`src/rtl/vote_collector_if.sv`:
```
`default_nettype none
// ============================================================================
// Module      : vote_collector_if
// Description : Signal bundle between a ballot source/consumer and the
//               vote_collector ballot-capture stage.
//               sw_in  - raw asynchronous voter switches (bit i = voter i)
//               start  - request to open a voting window
//               sw3    - latched ballot for the majority voter
//               valid  - one-cycle pulse when sw3 has just been updated
//               busy   - high while the voting window is open
//               master : drives sw_in/start, observes sw3/valid/busy
//               slave  : the vote_collector side
// Revision    : 1.0 - initial release
// ============================================================================
interface vote_collector_if;
    logic [2:0] sw_in;
    logic       start;
    logic [2:0] sw3;
    logic       valid;
    logic       busy;

    modport master (
        output sw_in,
        output start,
        input  sw3,
        input  valid,
        input  busy
    );

    modport slave (
        input  sw_in,
        input  start,
        output sw3,
        output valid,
        output busy
    );
endinterface
`default_nettype wire

```
`src/rtl/vote_collector.sv`:
```
`default_nettype none
// ============================================================================
// Module      : vote_collector
// Description : Ballot-capture stage ahead of the three-input majority voter.
//               Each raw switch is synchronised (2 flops) and debounced, then
//               a fixed-length voting window is opened on start. When the
//               window closes the tally is latched onto sw3 and flagged with
//               a one-cycle valid pulse.
// Ports       : clk   - system clock, rising edge
//               rst_n - asynchronous active-low reset
//               bus   - vote_collector_if.slave (sw_in, start, sw3, valid,
//                       busy)
// Parameters  : DB_CYC  - stable cycles required before a debounced change
//               WIN_CYC - voting window length in cycles
// Options     : VOTE_LOCK_EN - when defined, a 1 seen on any voter during
//               the window is latched (no retraction); otherwise the ballot
//               is the debounced value in the last open cycle.
// Revision    : 1.0 - initial release
// ============================================================================
module vote_collector #(
    parameter int DB_CYC  = 1000000,
    parameter int WIN_CYC = 50000000
) (
    input  logic             clk,
    input  logic             rst_n,
    vote_collector_if.slave  bus
);

    localparam int DB_W  = $clog2(DB_CYC + 1);
    localparam int WIN_W = $clog2(WIN_CYC + 1);

    localparam logic [DB_W-1:0]  DB_LAST  = DB_W'(DB_CYC - 1);
    localparam logic [WIN_W-1:0] WIN_LAST = WIN_W'(WIN_CYC - 1);

    typedef enum logic [1:0] {
        IDLE = 2'd0,
        OPEN = 2'd1,
        DONE = 2'd2
    } state_t;

    // ------------------------------------------------------------------
    // Two-flop synchroniser for the asynchronous switches
    // ------------------------------------------------------------------
    logic [2:0] sync1;
    logic [2:0] s;

    always_ff @(posedge clk or negedge rst_n) begin
        if (!rst_n) begin
            sync1 <= 3'b000;
            s     <= 3'b000;
        end else begin
            sync1 <= bus.sw_in;
            s     <= sync1;
        end
    end

    // ------------------------------------------------------------------
    // Per-voter debouncer: the synchronised level must differ from the
    // debounced level for DB_CYC consecutive cycles before it is adopted.
    // Any agreeing cycle clears the count, so a glitch restarts it.
    // ------------------------------------------------------------------
    logic [2:0] db;

    for (genvar i = 0; i < 3; i++) begin : g_bit
        logic [DB_W-1:0] cnt;
        logic            db_q;

        always_ff @(posedge clk or negedge rst_n) begin
            if (!rst_n) begin
                cnt  <= '0;
                db_q <= 1'b0;
            end else if (s[i] == db_q) begin
                cnt <= '0;
            end else if (cnt == DB_LAST) begin
                db_q <= s[i];
                cnt  <= '0;
            end else begin
                cnt <= cnt + DB_W'(1);
            end
        end

        assign db[i] = db_q;
    end

    // ------------------------------------------------------------------
    // Tally for the current open cycle
    // ------------------------------------------------------------------
    logic [2:0] next_tally;

`ifdef VOTE_LOCK_EN
    logic [2:0] tally;
    assign next_tally = tally | db;
`else
    assign next_tally = db;
`endif

    // ------------------------------------------------------------------
    // Window FSM with registered outputs
    // ------------------------------------------------------------------
    state_t           state;
    logic [WIN_W-1:0] win_cnt;
    logic [2:0]       sw3_q;
    logic             valid_q;
    logic             busy_q;

    always_ff @(posedge clk or negedge rst_n) begin
        if (!rst_n) begin
            state   <= IDLE;
            win_cnt <= '0;
`ifdef VOTE_LOCK_EN
            tally   <= 3'b000;
`endif
            sw3_q   <= 3'b000;
            valid_q <= 1'b0;
            busy_q  <= 1'b0;
        end else begin
            case (state)
                IDLE: begin
                    valid_q <= 1'b0;
                    if (bus.start) begin
                        state   <= OPEN;
                        win_cnt <= '0;
`ifdef VOTE_LOCK_EN
                        tally   <= 3'b000;
`endif
                        busy_q  <= 1'b1;
                    end
                end
                OPEN: begin
                    win_cnt <= win_cnt + WIN_W'(1);
`ifdef VOTE_LOCK_EN
                    tally   <= next_tally;
`endif
                    // next_tally already includes db of this last open cycle
                    if (win_cnt == WIN_LAST) begin
                        state   <= DONE;
                        sw3_q   <= next_tally;
                        valid_q <= 1'b1;
                        busy_q  <= 1'b0;
                    end
                end
                DONE: begin
                    // start is deliberately not looked at here
                    state   <= IDLE;
                    valid_q <= 1'b0;
                end
                default: begin
                    state   <= IDLE;
                    valid_q <= 1'b0;
                    busy_q  <= 1'b0;
                end
            endcase
        end
    end

    assign bus.sw3   = sw3_q;
    assign bus.valid = valid_q;
    assign bus.busy  = busy_q;

endmodule
`default_nettype wire

```
`src/flat_wrapper.sv`:
```
// flat-port wrapper written by rule: the top's interface ports become plain ports
module vote_collector_flat 
#(
    parameter int DB_CYC  = 1000000,
    parameter int WIN_CYC = 50000000
)
  (clk, rst_n, bus_sw_in, bus_start, bus_sw3, bus_valid, bus_busy);
  vote_collector_if bus_i ();
  input  logic clk;
  input  logic rst_n;
  input wire logic [$bits(bus_i.sw_in)-1:0] bus_sw_in;
  input wire logic [$bits(bus_i.start)-1:0] bus_start;
  output wire logic [$bits(bus_i.sw3)-1:0] bus_sw3;
  output wire logic [$bits(bus_i.valid)-1:0] bus_valid;
  output wire logic [$bits(bus_i.busy)-1:0] bus_busy;
  assign bus_i.sw_in = bus_sw_in;
  assign bus_i.start = bus_start;
  assign bus_sw3 = bus_i.sw3;
  assign bus_valid = bus_i.valid;
  assign bus_busy = bus_i.busy;
  vote_collector #(.DB_CYC(DB_CYC), .WIN_CYC(WIN_CYC)) u_core (.clk(clk), .rst_n(rst_n), .bus(bus_i));
endmodule
```
`config.mk`:
```
export PLATFORM = sky130hd
export DESIGN_NAME = vote_collector_flat
export DESIGN_NICKNAME = d
export VERILOG_FILES = /design/src/rtl/vote_collector_if.sv /design/src/rtl/vote_collector.sv /design/src/flat_wrapper.sv
export SDC_FILE = /design/constraint.sdc
export NUM_CORES = 1
export LEC_CHECK = 0
export ABC_AREA = 1
export CAP_MARGIN = 20
export CORE_MARGIN = 4
export CORE_UTILIZATION = 30
export DETAILED_ROUTE_END_ITERATION = 12
export GPL_TIMING_DRIVEN = 0
export PLACE_DENSITY = 0.51
export SYNTH_ARGS = -nofsm -noshare
export SYNTH_HDL_FRONTEND = slang
export SYNTH_SLANG_ARGS = --single-unit
```
`constraint.sdc`:
```
create_clock -name clk -period 3.15 [get_ports clk]
set_clock_uncertainty 0.1 [all_clocks]
set_input_delay 0.4725 -clock clk [delete_from_list [all_inputs] [get_ports clk]]
set_output_delay 0.4725 -clock clk [all_outputs]
set_load 0.02 [all_outputs]
```
==> impl_results.md <==
* Dpl cell area at 6070 µm²
* Final Max Slew Viols at 0
* Synthesized cell area at 5660 µm²
* Worst slew margin at 59.0%
* Antenna-violating nets left at 0
* Core Rows at 49
* GPL Wtd Cong at 0.825
* Inserted Clock Buffers at 9
* Setup violators final at 0
* Top cells by area, synth: dfrtp_1 45%, nand2_1 13%, nor2_1 11%, inv_1 5.6%, nand3_1 4.8%
* Leakage Power at 2.83 nW
* Async set or reset register ratio after synthesis at 100%
* Switching part of the total power at 24.1%
* Primary FF master, synth: dfrtp_1
* Syn avg cell area at 7.41 µm²
* F_max at 512 MHz
* Logic pwr share at 3.1%
* CTS resizes at 0
* Height of the die at 145 µm
* Total global-route track usage at 12.1%
* Initial DRC Count at 247
* R2R depth at 8
* I/O Buffers at 10
* Wirelength per Cell at 11.9 µm
* CP top delay family: buffers and inverters
* Hold Buf Count CTS at 0
* Commonest non-fill, non-tap cell in the layout: nand2_1
* Number of synthesized register bits at 102
* Cell taking the most area after synthesis: dfrtp_1
* WP data required at 2.58 ns
* Clk slew on worst S/H paths at 0.07 ns
* YS warnings at 0
* Most frequent cells in the layout: 200 x nand2_1, 160 x nor2_1, 102 x dfrtp_1
* Final instance area at 6350 µm²
* # Post-CTS Setup Buffers at 0
* Fraction of layout cells with a size suffix above 1 at 8.72%
* Period utilization at 62.0%
* Vias in the first global route at 4448
* Slowest cell delay on critical path at 0.63 ns
* Internal Power at 1.89 mW
* Clk pwr share at 43.5%
* Die area at 21100 µm²
* Sequential area share after synthesis at 45.1%
* Min Clock Period, post-route at 1.95 ns
* I/O pin cnt at 11
* Non-Filler Instances at 1020
* Inst Count DP at 1004
* First-pass GRT wire length at 21.3 mm
* Clock root buffer: clkbuf_16
* Nets at 796
* Sw Pwr at 0.599 mW
* RSZ-0062 raised after global routing: false
* Reg2reg setup slack at 1.40 ns
* Post-Syn Instances at 764
* Seq pwr share at 53.4%
* Crit. End Element: primary output
* Syn_nets at 774
* Data arrival time of the critical path at 1.38 ns
* Starting density of the core at 31.0%
* Post-synth EDFFs at 0
* Worst IR drop on VDD at 0.000267 V
* Worst slew pin tran at 0.615 ns
* Chip width at 145 µm
* Status: finished clean
* Top cell type's share of synthesized area at 45.1%
* Antenna cell count at 0
* Worst path buffer plus inverter count at 1
* Drt pass-1 iters at 4
* CP max stage cell: clkdlybuf4s50_1
* Via density at 4.52
* H-tree level count at 3
* Final Hold Viols at 0
* Startpoint Class: flip-flop
* Pwr per Cell Area at 392 nW/µm²
* Critical-path cell list: clkdlybuf4s50_1
* Clk buf depth at 2
* Worst skew pair latency at 0.35 ns
* Detailed Place HPWL at 8.98 mm
* Kind of critical path: flip-flop to primary output
* Vias at 4607
* Largest fanout on the critical path at 2
* Clock sinks at 102
* Gr ovfl total at 0
* Worst Hold Class: input pin to asynchronous set/reset pin
* Unique masters post-synth at 34
* Stages on worst setup path at 1
* Largest net degree at the start of global routing at 57
* Initial antenna violation count at 0
* DRC Markers at 0
* Routed WL at 12.1 mm
* CTS tree: yes
* Max_cap viols at 0
* CORE AREA at 18300 µm²
* Area grow syn2layout at 12.1%
-- logic make-up (layout without fill, tap and decap cells) --
kind of cell | after synthesis | count (layout) | synth area share (%)
fa+ha+maj | 4 | 4 | 0.884
compound gates | 46 | 46 | 4.31
simple gates | 483 | 483 | 37.9
xor+xnor | 34 | 34 | 5.39
flops | 102 | 102 | 45.1
buf+inv | 95 | 122 | 6.43
-- per-stage QoR --
step / hold WS (ns) / setup TNS [ns] / util (%) / power [mW] / setup WS (ns)
3_3_place_gp: 0.233 / -262.77 / 33.1 / 1.43 / -2.58
2_1_floorplan: 0.0769 / 0 / - / 1.39 / 1.67
4_1_cts: 0.0446 / 0 / 34.8 / 2.54 / 1.16
5_1_grt: 0.0748 / 0 / 34.8 / 2.59 / 1.12
6_report: 0.0255 / 0 / 34.8 / 2.49 / 1.20
3_5_place_dp: 0.236 / 0 / 33.2 / 1.44 / 0.877
-- final cells by class --
| type | instances | area, µm² |
|---|---|---|
| well taps | 229 | 287 |
| multi-input cells | 567 | 2750 |
| clock buffers | 11 | 233 |
| plain buffers | 3 | 17.5 |
| flip-flops and latches | 102 | 2550 |
| clock inverters | 5 | 42.5 |
| repair buffers | 11 | 125 |
| inverters | 92 | 347 |
| fillers | 1951 | 11900 |
-- cells in the mapped netlist, types with 8 or more instances --
master   number
nor3_1       11
nor2_1      160
dfrtp_1     102
nor2_2       10
nand2_1     200
nor2_4        8
xor2_1       20
nand2_2      13
xnor2_1      13
nand3_1      54
o21ai_0      17
a21oi_1      14
inv_1        84
nand4_1      11
o21ai_1       9
-- sequential cells by signal, indices dropped and copies added, names as in the netlist, 2 cells and up --
name and cells:
u_core.sync1 3, u_core.state 2, u_core.win_cnt 26, u_core.bus.sw3 3, u_core.g_bit.cnt 60, u_core.s 3
u_core.g_bit.db_q 3
-- per-layer routing --
metal	global-route usage, %	wire length [µm]
met1	16.4	6160
met4	3.66	119
met2	19.4	5460
met3	2.55	370
met5	0	0
-- worst register-to-register path, delay by kind of cell, from the launching register on --
family,cells,cell delay (ns)
AND/OR/NAND/NOR,6,0.85
AO/OA/AOI/OAI,1,0.07
adder cells (fa/ha/maj),1,0.24
flip-flops,1,0.39
-- path summary, 6_finish.rpt --
| check | startpoint | endpoint |
|---|---|---|
| worst max register to register | u_core.win_cnt[1] | u_core.win_cnt[14] |
| max in group asynchronous | rst_n | u_core.win_cnt[24] |
| worst min register to register | u_core.sync1[0] | u_core.s[0] |
| worst min-delay path | rst_n | u_core.g_bit[2].cnt[17] |
| worst max-delay path | u_core.bus.busy | bus_busy |
| min in group clk | u_core.sync1[0] | u_core.s[0] |
-- power by group through the flow --
stage	Sequential, mW	Combinational, mW	Clock [mW]
floorplan	1.36	0.0347	0
finish	1.33	0.0770	1.08
global route	1.33	0.0928	1.17
global placement	1.36	0.0778	0
CTS	1.33	0.0820	1.12
detailed placement	1.36	0.0819	0
(Power assumes the default switching activity.)
